**config.mk**
```make
export PLATFORM = sky130hd
export DESIGN_NAME = raiz_iterativa
export DESIGN_NICKNAME = d
export VERILOG_FILES = /design/src/rtl/raiz_iterativa.sv
export SDC_FILE = /design/constraint.sdc
export NUM_CORES = 1
export LEC_CHECK = 0
export CORE_MARGIN = 2
export CORE_UTILIZATION = 55
export CTS_CLUSTER_DIAMETER = 50
export CTS_CLUSTER_SIZE = 10
export DETAILED_ROUTE_END_ITERATION = 8
export PLACE_DENSITY = 0.8
export SLEW_MARGIN = 10
export SYNTH_ARGS = -nofsm -noshare
export SYNTH_HDL_FRONTEND = slang
export SYNTH_SLANG_ARGS = --single-unit
```
**constraint.sdc**
```tcl
create_clock -name clock -period 5.7 [get_ports clock]
set_clock_uncertainty 0.2 [all_clocks]
set_input_delay 0.855 -clock clock [delete_from_list [all_inputs] [get_ports clock]]
set_output_delay 0.855 -clock clock [all_outputs]
set_load 0.02 [all_outputs]
```
**src/rtl/raiz_iterativa.sv**
```systemverilog
// Purpose: sequential floor square root plus remainder of an N-bit unsigned radicand, one root bit per clock.
// Latency: exactly N/2 cycles from the accepting edge; back-to-back throughput one result per N/2+1 cycles.
// Backpressure: none; start is taken only when not busy and ignored (never queued) while busy. Optional macro RAIZ_CICLOS_EN adds the ciclos output.
module raiz_iterativa #(
  parameter int N = 16
) (
  input  logic             clock,
  input  logic             reset,
  input  logic             start,
  input  logic [N-1:0]     data_in,
  output logic             busy,
  output logic             done,
  output logic [N/2-1:0]   raiz,
  output logic [N/2:0]     resto
`ifdef RAIZ_CICLOS_EN
  ,
  output logic [$clog2(N/2+1)-1:0] ciclos
`endif
);

  localparam int R  = N / 2;
  localparam int IW = (R > 1) ? $clog2(R) : 1;
`ifdef RAIZ_CICLOS_EN
  localparam int CW = $clog2(R + 1);
`endif

  typedef enum logic [1:0] {
    OCIOSO  = 2'd0,
    CALCULA = 2'd1,
    FIM     = 2'd2
  } estado_t;

  estado_t         estado;
  // Operand is shifted left two bits per iteration so the current bit pair is always its top two bits.
  logic [N-1:0]    op;
  logic [R-1:0]    root;
  logic [R:0]      rem;
  logic [IW-1:0]   idx;
`ifdef RAIZ_CICLOS_EN
  logic [CW-1:0]   cnt;
`endif

  // Trial value, trial divisor and the next partial root/remainder.
  logic [R+2:0]    t;
  logic [R+2:0]    d;
  logic            ge;
  logic [R:0]      rem_nx;
  logic [R-1:0]    root_nx;

  // One digit-by-digit step: bring down the next bit pair and try subtracting 4*root+1.
  always_comb begin
    t       = {rem, op[N-1:N-2]};
    d       = {1'b0, root, 2'b01};
    ge      = (t >= d);
    // The true difference is bounded by 2*root_nx, so the low R+1 bits are exact.
    rem_nx  = ge ? (t[R:0] - d[R:0]) : t[R:0];
    root_nx = (root << 1) | R'(ge);
  end

  // Control FSM and datapath registers; reset wins over any start or iteration on the same edge.
  always_ff @(posedge clock) begin
    if (!reset) begin
      estado <= OCIOSO;
      busy   <= 1'b0;
      done   <= 1'b0;
      op     <= '0;
      root   <= '0;
      rem    <= '0;
      idx    <= '0;
      raiz   <= '0;
      resto  <= '0;
`ifdef RAIZ_CICLOS_EN
      cnt    <= '0;
      ciclos <= '0;
`endif
    end else begin
      case (estado)
        OCIOSO, FIM: begin
          if (start) begin
            op     <= data_in;
            root   <= '0;
            rem    <= '0;
            idx    <= IW'(R - 1);
`ifdef RAIZ_CICLOS_EN
            cnt    <= '0;
`endif
            busy   <= 1'b1;
            done   <= 1'b0;
            estado <= CALCULA;
          end
        end
        CALCULA: begin
          op   <= op << 2;
          root <= root_nx;
          rem  <= rem_nx;
          idx  <= idx - 1'b1;
`ifdef RAIZ_CICLOS_EN
          cnt  <= cnt + 1'b1;
`endif
          // Last bit pair: publish results; they stay put until the next completion.
          if (idx == '0) begin
            raiz   <= root_nx;
            resto  <= rem_nx;
`ifdef RAIZ_CICLOS_EN
            ciclos <= cnt + 1'b1;
`endif
            busy   <= 1'b0;
            done   <= 1'b1;
            estado <= FIM;
          end
        end
        default: begin
          estado <= OCIOSO;
          busy   <= 1'b0;
          done   <= 1'b0;
        end
      endcase
    end
  end

endmodule
```
# Yosys cells after proc, flatten, opt, wreduce, memory -nomap -nowiden
# Cells that the tools add are included.
# classes
n_addsub	2
n_shift	0
reduce_logical	7
bitwise_logic	1
n_eq_ne	4
n_mux	18
n_mul	0
div_mod_pow	0
n_lt_le_gt_ge	1
# ops
op	n
$pmux W16 S2	1
$mux W9	2
$pmux W9 S2	1
$mux W16	1
$pmux W8 S2	1
$ge A11 B10 Y1	1
$sub A9 B9 Y9	1
$mux W8	1
$or A8 B1 Y8	1
$pmux W3 S2	1
$reduce_and A2 Y1	3
$mux W1	4
$mux W2	2
$ne A2 B2 Y1 const B	2
$pmux W1 S2	2
$pmux W2 S2	1
$logic_not A3 Y1	1
$mux W3	1
$sub A3 B1 Y3 const B	1
$eq A2 B1 Y1 const B	1
$eq A2 B2 Y1 const B	1
$logic_not A2 Y1	1
$reduce_bool A2 Y1	1
$reduce_or A2 Y1	1
# totals
latchBits	0
ramBits	0
elab_cells	42
romBits	0
mem_count	0
out_inout_bits	19
inputBits	19
regBits	57

# Longest topological paths before layout
# depth
ltp_word	4
depth_mapped	9
depth_no_buf	7

# Least setup slack after synthesis
# No wires, ideal clock.
# synth_timing
path_type	register to register
start	register root[4]
end	register rem[6]
t_required_ns	5.425
stages_incl_launch_ff	10
arrival_ns	2.054
path_buffers	2
setup_ns	0.075
setup_slack_ns	3.372
cell_sequence	dfxtp_1 -> inv_1 -> ha_1 -> buf_6 -> a21oi_1 -> o21ai_1 -> a221oi_2 -> buf_6 -> mux2_2 -> o21ai_0
# synth_between
elab_chain_cells	3
elab_cells_between_ends	4
cone_classes	add/sub (1); order compare (1); mux (2)
# synth_lines
element	line_no	source
start: declaration	36	logic [R-1:0] root;
start signal: assignment	94	root <= root_nx;
$sub A9 B9 Y9 or $ge A11 B10 Y1 (tied branches)	56, 54	
$mux W9 (*)	56	rem_nx = ge ? (t[R:0] - d[R:0]) : t[R:0];
$pmux W9 S2 (*)	77	case (estado)
end signal: assignment	95	rem <= rem_nx;
end: declaration	37	logic [R:0] rem;
# Every way passes the cells marked *; elsewhere a longest branch is shown, timed or not.
# A chain may end at the register's enable or synchronous reset.

==> out/metrics.cfg <==
[power]
power_frac_clock_pct=14.2
p_int_mw=0.844
pwr-share-seq_pct=33.3
p_leak_nw=1.20
switching_share_pct=40.9
peakVddDrop_mv=0.263
power.switching_mw=0.585
combinationalPowerShare_pct=52.4
p_per_area_mw_per_mm2=449

[timing]
worst_slew_margin_rel_pct=22.3
worst_pin_slew_ns=1.16
fin_crit_sh_pct=61.1
fin_setup_tns_ns=0
rsz0062_at_grt=false
max_freq_ghz=0.287
fin_ws_ns=2.22
setup_viol=0
finalHoldViolCount=0
timing.final.crit_period_ns=3.48
drv_slew=0

[clocking]
clk_pin_slew_ns=0.09
clk_latency_ns=0.30
post_cts_buffers=0
cts_sinks=56
cts_resized=0
h-tree-depth=2
cts_tree=yes
numCtsBuffers=5
max-clock-path-buffers=2
root_buffer=clkbuf_8
holdBufCountCts=0

[global_route]
met3_usage_pct=4.74
groute.usage.overall_pct=22.7
grt_pass1_vias=2079
antenna_found_initial=0
top_usage_layer=met1
grt_pass1_wl_microns=9770
met1_usage_pct=35.1
use_met2_pct=31.9
grt.overflow.total=0
grt_max_degree=40

[detailed_routing]
drt_iter0_drc=139
drc_errors=0
drt-total-wl_microns=6020
wire_per_inst_microns=14.0
dr.pass1.iters=4
avgViaCountPerCell=5.60
vias=2407
drt.antenna.violating_nets=0

[placed_design]
dp_hpwl_microns=4230
io_buffer_count=37
pre_cts_slack_ns=1.92
gp_congestion=0.904

[synth]
netlist_area_sq_mm=0.00273
syn_nets=370
syn_area_per_cell_sq_um=8.06
synth-edff-count=0
yosys_register_bits=56
ys_types=46
yosys_warnings=0
synthCells=339
seq_area_frac_synth_pct=41.0
dominantRegCellSynth=dfxtp_1
async_flop_share_pct=0

[final_layout]
fin_nets=394
final_cell_mix=nand2_1, dfxtp_1, nor2_1, clkdlybuf4s50_1, a21oi_1
layout_commonest_cell=nand2_1
syn_to_final_growth_pct=16.3
nFillCells=426
drive_above_1_share_pct=3.86
antenna_cells=0

[worst_setup_path]
worst-path-max-fanout=39
startpoint_type=primary input
critPathRequiredTime_ns=5.72
endpoint_kind=flip-flop
worstSetupPathType=in2reg
arrival_ns=3.50

[run]
maxCapViolations=0

[hold_path]
hold_class=reg2reg

[die]
fp.coreArea_sq_mm=0.00475
start_util_pct=57.5
rows=25
io_pins=38
die_y_microns=74.5
dieArea_sq_mm=0.00555
die_w_microns=74.5

[status]
status=finished, final reports clean

cell families after synthesis:
group | Yosys count | share of synthesized area (%)
DFF | 56 | 41.0
xor gates and xnor gates | 6 | 1.92
adders and majority gates | 12 | 5.49
and+or+nand+nor | 134 | 21.2
buffers and inverters | 40 | 6.32
AOI/OAI and AO/OA | 84 | 21.4
muxes | 7 | 2.61
worst paths after layout:
path / from / to / slack [ns] / depth (start not counted)
max: reset / rem[8]$_SDFFE_PN0P_ / 2.22 / 5
min: raiz[7]$_SDFFE_PN0P_ / raiz[7]$_SDFFE_PN0P_ / 0.26 / 2
max reg2reg: root[4]$_SDFFE_PN0P_ / resto[7]$_SDFFE_PN0P_ / 2.61 / 8
min reg2reg: raiz[7]$_SDFFE_PN0P_ / raiz[7]$_SDFFE_PN0P_ / 0.26 / 2
stage by stage:
step / area [sq um] / util (%) / std cells / hold WS (ns) / total power [mW]
3_5_place_dp: 3100 / 65.2 / 423 / 0.253 / 1.22
4_1_cts: 3180 / 66.8 / 430 / 0.264 / 1.43
2_1_floorplan: 2730 / - / 339 / 0.226 / 1.09
3_3_place_gp: 3100 / 65.2 / 423 / 0.240 / 1.21
6_report: 3180 / 66.8 / 430 / 0.260 / 1.43
5_1_grt: 3180 / 66.8 / 430 / 0.286 / 1.54
per-layer routing:
metal | part of all wire (%) | up-vias
met5 | 0 | -
met4 | 0.88 | 0
met3 | 4.4 | 7
met2 | 44 | 61
met1 | 51 | 1111
li1 | - | 1228
power by group through the flow:
stage	logic [mW]	registers, mW	clock network [mW]
floorplan	0.599	0.488	0
global placement	0.722	0.484	0
detailed placement	0.739	0.485	0
CTS	0.743	0.475	0.207
global route	0.832	0.482	0.222
finish	0.749	0.476	0.203
cell type report:
cell class              instances  area (sq um)  area share [%]
inverters                      17          63.8            2.01
flip-flops and latches         56          1120            35.3
clock buffers                   6          72.6            2.28
multi-input cells             243          1440            45.3
repair buffers                 40           393            12.4
well taps                      67          83.8            2.64
clock inverters                 1          5.00           0.157
worst max-delay path, stage by stage:
cell	delay, ns
clkdlybuf4s50_1	0.84
inv_1	0.67
nor3_1	0.90
nand2_1	0.13
o31ai_1	0.10
synthesized netlist by cell type, types with 3 or more instances:
cell type | n | area (sq um)
nand2b_1 | 5 | 31.3
xor2_1 | 3 | 26.3
o31ai_1 | 3 | 22.5
nor2b_1 | 6 | 37.5
a211oi_1 | 4 | 30.0
xnor2_1 | 3 | 26.3
buf_1 | 4 | 15.0
a311oi_1 | 14 | 123
a22oi_1 | 9 | 67.6
ha_1 | 12 | 150
o21ai_0 | 15 | 75.1
inv_1 | 17 | 63.8
a21oi_1 | 21 | 105
nand4_1 | 5 | 31.3
nand2_1 | 60 | 225
clkbuf_1 | 13 | 48.8
nand3_1 | 8 | 40.0
dfxtp_1 | 56 | 1120
nor2_1 | 41 | 154
buf_2 | 3 | 15.0
mux2i_1 | 6 | 60.1
flip-flops by register name (all words and copies together), names as in the netlist:
| register | flops |
|---|---|
| op | 16 |
| rem | 9 |
| resto | 9 |
| raiz | 8 |
| root | 8 |
| idx | 3 |
| busy | 1 |
| done | 1 |
| estado | 1 |
Power figures use the tool's default switching activity.
